===== config.mk =====
export PLATFORM = sky130hd
export DESIGN_NAME = carus_clk_gate_ctrl
export DESIGN_NICKNAME = d
export VERILOG_FILES = /design/src/rtl/carus_clk_gate_ctrl.sv
export SDC_FILE = /design/constraint.sdc
export NUM_CORES = 1
export LEC_CHECK = 0
export ABC_AREA = 1
export CAP_MARGIN = 10
export CELL_PAD_IN_SITES_DETAIL_PLACEMENT = 1
export CELL_PAD_IN_SITES_GLOBAL_PLACEMENT = 2
export CORE_MARGIN = 4
export CORE_UTILIZATION = 23
export DETAILED_ROUTE_END_ITERATION = 12
export GPL_TIMING_DRIVEN = 1
export HOLD_SLACK_MARGIN = 0.1
export PLACE_DENSITY_LB_ADDON = 0.1
export SETUP_SLACK_MARGIN = 0.3
export SLEW_MARGIN = 0
export SYNTH_ARGS = -nofsm -noshare
export SYNTH_HDL_FRONTEND = slang
export SYNTH_SLANG_ARGS = --single-unit

===== constraint.sdc =====
create_clock -name clk_i -period 3.9 [get_ports clk_i]
set_input_delay 0.78 -clock clk_i [delete_from_list [all_inputs] [get_ports clk_i]]
set_output_delay 0.78 -clock clk_i [all_outputs]
set_load 0.03 [all_outputs]

===== src/rtl/carus_clk_gate_ctrl.sv =====
// Clock-gate control FSM for the Carus domain: wakes the gated clock on demand,
// acks after WAKE_CYCLES, gates off after IDLE_TIMEOUT idle cycles. Optional macro: CARUS_CLK_GATE_CTRL_STATS_EN.
module carus_clk_gate_ctrl #(
  parameter int unsigned WAKE_CYCLES  = 2,
  parameter int unsigned IDLE_TIMEOUT = 8,
  parameter int unsigned CNT_W        = 8
) (
  input  logic        clk_i,
  input  logic        rst_i,
  input  logic        req_i,
  input  logic        busy_i,
  input  logic        force_on_i,
  input  logic        stats_clr_i,
  output logic        clk_en_o,
  output logic        ack_o,
  output logic [1:0]  state_o,
  output logic [31:0] gated_cycles_o
);

  typedef enum logic [1:0] {
    ST_OFF  = 2'd0,
    ST_WAKE = 2'd1,
    ST_ON   = 2'd2,
    ST_IDLE = 2'd3
  } state_e;

  localparam logic [CNT_W-1:0] CNT_ONE   = CNT_W'(1);
  localparam logic [CNT_W-1:0] WAKE_LOAD = CNT_W'(WAKE_CYCLES);
  localparam logic [CNT_W-1:0] IDLE_LOAD = CNT_W'(IDLE_TIMEOUT - 1);

  state_e           state_q, state_d;
  logic [CNT_W-1:0] cnt_q, cnt_d;
  logic             clk_en_q, clk_en_d;
  logic             ack_q, ack_d;
  logic             wake;
  logic             active;

  assign wake   = req_i | force_on_i;
  assign active = wake | busy_i;

  always_ff @(posedge clk_i) begin
    if (rst_i) begin
      state_q <= ST_OFF;
      cnt_q   <= '0;
    end else begin
      state_q <= state_d;
      cnt_q   <= cnt_d;
    end
  end

  // The shared counter holds the remaining wake delay in WAKE and the
  // remaining idle budget in IDLE; it is meaningless in OFF and ON.
  always_comb begin
    state_d = state_q;
    cnt_d   = cnt_q;
    case (state_q)
      ST_OFF: begin
        if (wake) begin
          if (WAKE_CYCLES == 0) begin
            state_d = ST_ON;
            cnt_d   = '0;
          end else begin
            state_d = ST_WAKE;
            cnt_d   = WAKE_LOAD;
          end
        end
      end
      ST_WAKE: begin
        if (cnt_q <= CNT_ONE) begin
          state_d = ST_ON;
          cnt_d   = '0;
        end else begin
          cnt_d = cnt_q - CNT_ONE;
        end
      end
      ST_ON: begin
        if (!active) begin
          if (IDLE_TIMEOUT <= 1) begin
            state_d = ST_OFF;
            cnt_d   = '0;
          end else begin
            state_d = ST_IDLE;
            cnt_d   = IDLE_LOAD;
          end
        end
      end
      ST_IDLE: begin
        // Activity wins over an expiring counter.
        if (active) begin
          state_d = ST_ON;
          cnt_d   = '0;
        end else if (cnt_q <= CNT_ONE) begin
          state_d = ST_OFF;
          cnt_d   = '0;
        end else begin
          cnt_d = cnt_q - CNT_ONE;
        end
      end
      default: begin
        state_d = ST_OFF;
        cnt_d   = '0;
      end
    endcase
  end

  always_comb begin
    clk_en_d = (state_d != ST_OFF);
    ack_d    = (state_d == ST_ON) || (state_d == ST_IDLE);
  end

  always_ff @(posedge clk_i) begin
    if (rst_i) begin
      clk_en_q <= 1'b0;
      ack_q    <= 1'b0;
    end else begin
      clk_en_q <= clk_en_d;
      ack_q    <= ack_d;
    end
  end

  assign clk_en_o = clk_en_q;
  assign ack_o    = ack_q;
  assign state_o  = state_q;

`ifdef CARUS_CLK_GATE_CTRL_STATS_EN
  logic [31:0] gated_q;

  // Counts cycles with the registered enable low, saturating at all-ones.
  always_ff @(posedge clk_i) begin
    if (rst_i || stats_clr_i) begin
      gated_q <= '0;
    end else if (!clk_en_q && (gated_q != 32'hFFFF_FFFF)) begin
      gated_q <= gated_q + 32'd1;
    end
  end

  assign gated_cycles_o = gated_q;
`else
  logic unused_stats_clr;

  assign unused_stats_clr = stats_clr_i;
  assign gated_cycles_o   = '0;
`endif

endmodule


After elaboration in Yosys (flattened, before gate mapping). Cells that the tools add are included.

Add/subtract/negate cells: 1. Magnitude comparators: 1. Eq/ne operators: 7. Muxes and demuxes: 11. Bitwise gates (word level): 2. Reduce and logical (&&, ||, !) cells: 4.

Operator list (number): two-way mux 8 bit (4); one-hot mux 8 bit (4 select lines) (1); two-way mux 2 bit (5); equality test 2 bit (second input constant) (4); <= comparator 8 x 1 -> 1 bit (second input constant) (1); one-hot mux 2 bit (4 select lines) (1); subtractor 8 x 1 -> 8 bit (second input constant) (1); != test 2 bit (second input constant) (2); equality test 2 x 1 -> 1 bit (second input constant) (1); zero test 2 bit (1); OR 1 bit (2); AND reduction 2 bit (1); nonzero test 2 bit (1); logical OR 1 bit (1).

Bits in registers: 12. Input bits: 6. Output and inout bits: 36. Logic and storage cells: 30.

Longest topological paths before layout. Gate-level depths: netlist of the first run.

Depth in word-level cells: 6. Depth in mapped cells: 10. Depth with buffers taken out: 10.

Least setup slack after synthesis of the first run. Ideal clock, no wire load.

Path type: input port to flip-flop. From: input port force_on_i. To: register cnt_q[3]. Setup time: 0.111 ns. Data arrival time: 1.378 ns. Data required time: 3.789 ns. Path slack: 2.410 ns. Stages: 8. Path buffers: 0. Cell sequence: nor2_4 > nand2_4 > nand2_4 > nand2_2 > inv_2 > o21ai_2 > nand2_2 > nor2_1.

Cells in the longest elaborated chain, start to end: 4. Elaborated cells between the ends (all ways): 7. Classes of those cells: 2 x eq/ne; 2 x mux; 2 x bitwise; 1 x reduce/logical.

RTL lines: start, declared (line 12) `input logic force_on_i,`; OR 1 bit * (line 38) `assign wake = req_i | force_on_i;`; OR 1 bit (line 39) `assign active = wake | busy_i;`; two-way mux 8 bit or != test 2 bit (tied branches); one-hot mux 8 bit (4 select lines) or AND reduction 2 bit (tied branches); end signal, assigned (line 47) `cnt_q <= cnt_d;`; end, declared (line 32) `logic [CNT_W-1:0] cnt_q, cnt_d;`.

Every way passes the cells marked *; elsewhere a longest branch is shown, timed or not. A chain may end at the register's enable or synchronous reset.

Worst setup path after layout of the first run.
From: register state_q[0], in the netlist state_o[0]. To: output port state_o[0].

RTL lines: start, declared (line 31) `state_e state_q, state_d;`; start signal, assigned (line 46) `state_q <= state_d;`; end, declared (line 16) `output logic [1:0] state_o,`.

No word-level cell between the ends.

==> results of run 1 <==
[cell families after synthesis]
logic type	after synthesis	share of synthesized area, %
and+or+nand+nor	64	32.30
buffers and inverters	55	34.50
DFF	12	24.81
AOI/OAI and AO/OA	8	4.521
adders and majority gates	2	2.584
xor gates and xnor gates	1	0.9046
other	1	0.3872
[state kept, by name (all words and copies together) (netlist names)]
register	count
ack_o	1
clk_en_o	1
cnt_q	8
state_o	2
[through the flow]
step	hold WS [ns]	area (sq um)	cells	total power, mW
3_3_place_gp	0.5306	975.9	199	0.7905
3_5_place_dp	0.5438	975.9	199	0.8084
6_report	0.5448	1031	203	0.9324
2_1_floorplan	0.4968	1085	174	0.6841
4_1_cts	0.5525	1031	203	0.9562
5_1_grt	0.5859	1031	203	1.046
[power groups by stage]
stage          sequential, mW  clock (mW)  combinational [mW]
6_report                0.227       0.141               0.565
3_5_place_dp            0.231           0               0.578
2_1_floorplan           0.261           0               0.424
5_1_grt                 0.238       0.154               0.654
3_3_place_gp            0.230           0               0.561
4_1_cts                 0.229       0.148               0.580
[synthesized netlist by cell type]
master | n | area share (%)
dfxtp_1 | 12 | 25
nor2_2 | 1 | 0.65
inv_2 | 3 | 1.2
nand2_1 | 26 | 10
o21ai_1 | 1 | 0.52
nand2_4 | 2 | 2.3
xor2_1 | 1 | 0.90
buf_6 | 1 | 1.2
ha_1 | 2 | 2.6
o21ai_2 | 1 | 0.90
inv_1 | 19 | 7.4
nor2_1 | 16 | 6.2
buf_4 | 32 | 25
nand4_1 | 5 | 3.2
nand3_2 | 2 | 2.1
o21ai_0 | 1 | 0.52
nand2_2 | 2 | 1.3
a21oi_1 | 5 | 2.6
conb_1 | 1 | 0.39
nor2_4 | 2 | 2.3
nand3_1 | 8 | 4.1
[layout make-up]
cell class                      instances  share of cell area [%]
Tap cell                               50                   6.068
Multi-Input combinational cell        107                   49.51
Sequential cell                        12                   23.30
Clock buffer                            4                   5.340
Inverter                               22                   8.010
Timing Repair Buffer                    8                   7.767
[per-layer routing]
metal,GRT usage (%),vias to the layer above
met2,15.63,22
li1,-,390
met5,0,-
met4,3.279,0
met3,1.928,2
met1,11.34,371
[worst min-delay path, stage by stage (launching register included)]
cell and delay (ns):
dfxtp_1 0.32, inv_1 0.05, nand2_1 0.05, nand2_1 0.05
nor2_1 0.04
[final timing paths]
check,start,to,cells past startpoint
max,state_o[0],state_o[0],1
min,cnt_q[6],cnt_q[6],4
max reg2reg,cnt_q[0],cnt_q[1],9
min reg2reg,cnt_q[6],cnt_q[6],4
==> results by group, run 1 <==
Detailed routing
  • Number of remaining DRC errors: 0
  • Number of violations reported at the end of detailed-routing iteration 0: 5
  • Post-detailed-route wirelength per cell: 10.94 um
  • Remaining number of nets flagged by the antenna check after routing: 0
  • Via count: 785
  • Wire length on met3: 88 um
  • Total wirelength of the detailed-routed design: 2221 um
  • Drt via density: 3.867
  • DR WL met2: 1092 um
  • Top Layer Used: met4
  • Routed length on met1: 1015 um
  • Pre-Repair DR Iteration Count: 4

Synthesis
  • Number of register bits inferred by synthesis: 12
  • Post-synthesis cell type count: 21
  • Synthesis warning total: 0
  • Post-synthesis instance area: 968.4 sq um
  • Share of synthesized area occupied by flip-flops and latches: 24.81%
  • Count of mapped cells out of synthesis: 143
  • Post-synthesis average cell area: 6.772 sq um

Power and ir drop
  • Total power divided by cell area: 904.4 nW/um^2
  • Worst VDD drop: 0.0002531 V
  • Relative contribution of combinational cells to total power: 60.6%
  • Internal power contribution: 0.4516 mW
  • Part of the total power dissipated in the clock network: 15.1%
  • Switch share: 51.57%
  • Lkg Pwr: 0.5584 nW
  • Net switching power: 0.4809 mW
  • Sequential share of power: 24.3%

Placed design
  • Setup Slack @ Placement: 1.616 ns
  • Half-perimeter wire length of the detailed placement result: 1824 um
  • Number of buffer cells added on primary ports: 8
  • RD Place Congestion: 0.7149

STA
  • Number of hold-slack violations in the final timing report: 0
  • Tcrit/Tclk final: 57.35%
  • Post-layout minimum cycle time: 2.237 ns
  • Pins Over Slew Limit: 0
  • Worst Skew: 0.0006060 ns
  • Setup slack of the critical path after layout: 1.663 ns
  • Final setup violation count: 0
  • Unrepaired setup endpoints after global routing: no
  • Total negative slack: 0 ns
  • Fmax: 447.1 MHz

Global routing
  • Number of global-route vias before repair: 850
  • Maximum number of pins on one net before global-route repair: 12
  • Leftover overflow at the end of global routing: 0
  • Initial antenna violation count: 0
  • Total Routing Usage GR: 9.174%
  • First-pass GRT wire length: 3843 um

CTS
  • Post-cts resize count: 0
  • CTS hold repair buffers: 0
  • Clock sink total: 12
  • Clk pin slew, worst setup/hold paths: 0.06 ns
  • Clock buffers created by TritonCTS: 3
  • Total number of H-tree levels: 1
  • Post CTS Setup Buffer Count: 0
  • Worst-skew pair later-pin latency: 0.24 ns
  • Maximum clock insertion buffer count: 2
  • TritonCTS clock tree: built
  • CTS root buf: clkbuf_8

Cells and area
  • Area taken by multi-input logic gates: 510.5 sq um
  • Commonest cells after routing, fill and taps aside: 32 x conb_1, 26 x nand2_1, 19 x inv_1
  • Layout overhead on the synthesized area: 6.460%
  • Commonest non-fill, non-tap cell in the layout: conb_1
  • Fraction of layout cells with a size suffix above 1: 11.11%
  • Antenna diode count: 0
  • Post-layout nets: 162
  • Filler cell count in the final layout: 534
  • Core utilization of the finished layout: 25.59%
  • Total area of sequential cells: 240.2 sq um

Die
  • Area enclosed by the die boundary: 5313 sq um
  • Effective utilization at floorplan: 24.04%
  • Area inside the core boundary: 4029 sq um
  • Chip width: 72.89 um
  • Die Span Y: 72.89 um
  • Row count: 23
  • Top-level I/O count: 42

Setup path
  • Slowest Stage Delay on Critical Path: 0.73 ns
  • Library cell contributing the largest single delay on the critical path: clkdlybuf4s50_1
  • Worst Path Required: 3.12 ns
  • Critical path cell sequence: clkdlybuf4s50_1
  • Element type at the critical path end: primary output
  • WP data arrival: 1.46 ns
  • Type of the setup path with the least slack: flip-flop to primary output
  • Maximum fanout count along the critical path: 6
  • Crit start category: flip-flop
  • Cell class contributing the biggest share of worst-path delay: buffers and inverters
  • Crit path buf inv count: 1
  • Worst reg2reg setup slack: 2.45 ns

Job
  • Max-cap check violation count: 0

Min path
  • Worst hold path class: flip-flop to flip-flop

Run status
  • Outcome: finished, final reports clean
Note: power is estimated with default switching activity, not from simulation.
==> run 2: changes to the inputs <==
--- a/config.mk
+++ b/config.mk
@@ -10,7 +10,7 @@
 export CELL_PAD_IN_SITES_DETAIL_PLACEMENT = 1
 export CELL_PAD_IN_SITES_GLOBAL_PLACEMENT = 2
 export CORE_MARGIN = 4
-export CORE_UTILIZATION = 23
+export CORE_UTILIZATION = 19
 export DETAILED_ROUTE_END_ITERATION = 12
 export GPL_TIMING_DRIVEN = 1
 export HOLD_SLACK_MARGIN = 0.1
==> constraint.sdc (replaced) <==
create_clock -name clk_i -period 1.9 [get_ports clk_i]
set_input_delay 0.38 -clock clk_i [delete_from_list [all_inputs] [get_ports clk_i]]
set_output_delay 0.38 -clock clk_i [all_outputs]
set_load 0.03 [all_outputs]
==> results by group, run 2 (same netlist as run 1, synthesis figures left out) <==
CTS
  • Total number of H-tree levels: 1 (unchanged)
  • Clk pin slew, worst setup/hold paths: 0.06 ns (about the same)
  • TritonCTS clock tree: built (unchanged)
  • Maximum clock insertion buffer count: 2 (unchanged)
  • Clock buffers created by TritonCTS: 3 (unchanged)
  • CTS root buf: clkbuf_8 (unchanged)
  • Post CTS Setup Buffer Count: 0 (unchanged)
  • Worst-skew pair later-pin latency: 0.24 ns (about the same)
  • Clock sink total: 12 (unchanged)

Detailed routing
  • Drt via density: 3.495 (was 3.867)
  • Post-detailed-route wirelength per cell: 9.559 um (was 10.94 um)
  • Pre-Repair DR Iteration Count: 2 (was 4)
  • Number of violations reported at the end of detailed-routing iteration 0: 12 (was 5)
  • Via count: 776 (was 785)
  • Number of remaining DRC errors: 0 (unchanged)
  • Total wirelength of the detailed-routed design: 2122 um (was 2221 um)
  • Remaining number of nets flagged by the antenna check after routing: 0 (unchanged)

Min path
  • Hold Path Depth: 4 (unchanged)
  • Start point of the worst hold path: cnt_q[6] (unchanged)
  • Worst hold path class: flip-flop to flip-flop (unchanged)
  • WHS Endpoint: cnt_q[6] (unchanged)

Cells and area
  • Largest reg by FF count: cnt_q (unchanged)
  • Layout overhead on the synthesized area: 9.819% (was 6.460%)
  • Post-layout nets: 165 (was 162)
  • Commonest non-fill, non-tap cell in the layout: conb_1 (unchanged)
  • Antenna diode count: 0 (unchanged)
  • Filler cell count in the final layout: 617 (was 534)
  • Total area of sequential cells: 240.2 sq um (unchanged)
  • Post-route design area: 1064 sq um (was 1031 sq um)
  • Max FFs per register: 8 (unchanged)
  • Fraction of layout cells with a size suffix above 1: 12.90% (was 11.11%)
  • Area taken by multi-input logic gates: 518.0 sq um (was 510.5 sq um)
  • Commonest cells after routing, fill and taps aside: 32 x conb_1, 26 x nand2_1, 19 x inv_1 (unchanged)
  • Core utilization of the finished layout: 22.08% (was 25.59%)

Setup path
  • Worst Path Required: 1.52 ns (was 3.12 ns)
  • Type of the setup path with the least slack: flip-flop to primary output (unchanged)
  • Library cell contributing the largest single delay on the critical path: dlygate4sd2_1 (was clkdlybuf4s50_1)
  • WP data arrival: 1.09 ns (was 1.46 ns)
  • Crit start category: flip-flop (unchanged)
  • Crit path buf inv count: 1 (unchanged)
  • Critical path cell sequence: dlygate4sd2_1 (was clkdlybuf4s50_1)
  • Worst reg2reg setup slack: 0.51 ns (was 2.45 ns)
  • Count of cells along the worst register-to-register path: 9 (unchanged)
  • Slowest Stage Delay on Critical Path: 0.43 ns (was 0.73 ns)
  • Cell class contributing the biggest share of worst-path delay: buffers and inverters (unchanged)
  • Startpoint of the lowest-slack register-to-register path: cnt_q[0] (unchanged)
  • Maximum fanout count along the critical path: 5 (was 6)
  • Element type at the critical path end: primary output (unchanged)
  • Endpoint of the worst-slack reg-to-reg timing path: cnt_q[1] (unchanged)

Die
  • Chip width: 79.40 um (was 72.89 um)
  • Row count: 25 (was 23)
  • Die Span Y: 79.40 um (was 72.89 um)
  • Area inside the core boundary: 4817 sq um (was 4029 sq um)
  • Top-level I/O count: 42 (unchanged)
  • Area enclosed by the die boundary: 6304 sq um (was 5313 sq um)
  • Effective utilization at floorplan: 20.10% (was 24.04%)

Global routing
  • Number of global-route vias before repair: 802 (was 850)
  • Initial antenna violation count: 0 (unchanged)
  • Maximum number of pins on one net before global-route repair: 10 (was 12)
  • Leftover overflow at the end of global routing: 0 (unchanged)
  • Total Routing Usage GR: 7.818% (was 9.174%)
  • First-pass GRT wire length: 3808 um (was 3843 um)

Power and ir drop
  • Lkg Pwr: 0.5773 nW (was 0.5584 nW)
  • Total power divided by cell area: 1778 nW/um^2 (was 904.4 nW/um^2)
  • Worst VDD drop: 0.0003387 V (was 0.0002531 V)

STA
  • Unrepaired setup endpoints after global routing: no (unchanged)
  • Tcrit/Tclk final: 77.56%
  • Post-layout minimum cycle time: 1.474 ns
  • Fmax: 678.6 MHz
  • Final setup violation count: 0 (unchanged)
  • Number of hold-slack violations in the final timing report: 0 (unchanged)
  • Worst Skew: 0.004237 ns (was 0.0006060 ns)
  • Worst hold margin: 0.5450 ns (was 0.5448 ns)
  • Total negative slack: 0 ns (unchanged)
  • Pins Over Slew Limit: 0 (unchanged)

Placed design
  • RD Place Congestion: 0.7110 (was 0.7149)
  • Number of buffer cells added on primary ports: 8 (unchanged)
  • Half-perimeter wire length of the detailed placement result: 1824 um (about the same)
  • Cell area after placement: 1020 sq um (was 975.9 sq um)

Run status
  • Outcome: finished, final reports clean (unchanged)

Job
  • Max-cap check violation count: 0 (unchanged)
run 2: changes by cell type in the layout (fill, tap and decap cells not counted), sizes merged:
cell           before  now
buf                 0    3
clkbuf              4    3
clkdlybuf4s50       8    4
dlygate4sd2         0    4
run 2: final cells by class:
class	count	area share (%)
clock buffers	3	3.882
inverters	22	7.765
well taps	67	7.882
multi-input cells	107	48.71
repair buffers	11	9.176
flip-flops and latches	12	22.59
run 2: worst max-delay path by stage:
stage | endpoint | slack (ns) | start | cells past startpoint
after floorplan | cnt_q[1] | 0.61 | state_o[1] | 7
after global placement | cnt_q[5] | 0.21 | force_on_i | 9
after detailed placement | cnt_q[5] | 0.21 | force_on_i | 9
after CTS | cnt_q[1] | 0.39 | cnt_q[0] | 9
after global routing | clk_en_o | 0.30 | cnt_q[0] | 10
final | state_o[1] | 0.43 | state_o[1] | 1
run 2: where the power goes:
part / internal, mW / switching, mW
clock network: 0.140 / 0.104
logic: 0.390 / 0.811
registers: 0.366 / 0.0803
run 2: routing by layer:
layer / share of wire (%) / routed length (um) / vias to the layer above / GRT usage, %
met1: 47 / 993 / 345 / 9.946
met2: 45 / 946 / 26 / 12.12
met4: 2.4 / 51 / 0 / 3.608
met3: 6.2 / 131 / 5 / 2.257
li1: - / - / 400 / -
met5: 0 / 0 / - / 0
run 2: stage by stage:
step                      instances  power (mW)  setup slack (ns)
after floorplan                 174       1.404            0.6064
after global placement          219       1.662            0.2130
after detailed placement        219       1.676            0.2117
after CTS                       222       1.903            0.3921
after global routing            222       2.156            0.3012
final                           222       1.891            0.4263
run 2: timing repair:
action	4_1_cts	5_1_grt
endpoints found under the hold margin	0	0
hold buffers	0	0
endpoints found under the setup margin	4	5
resized for setup	4	2
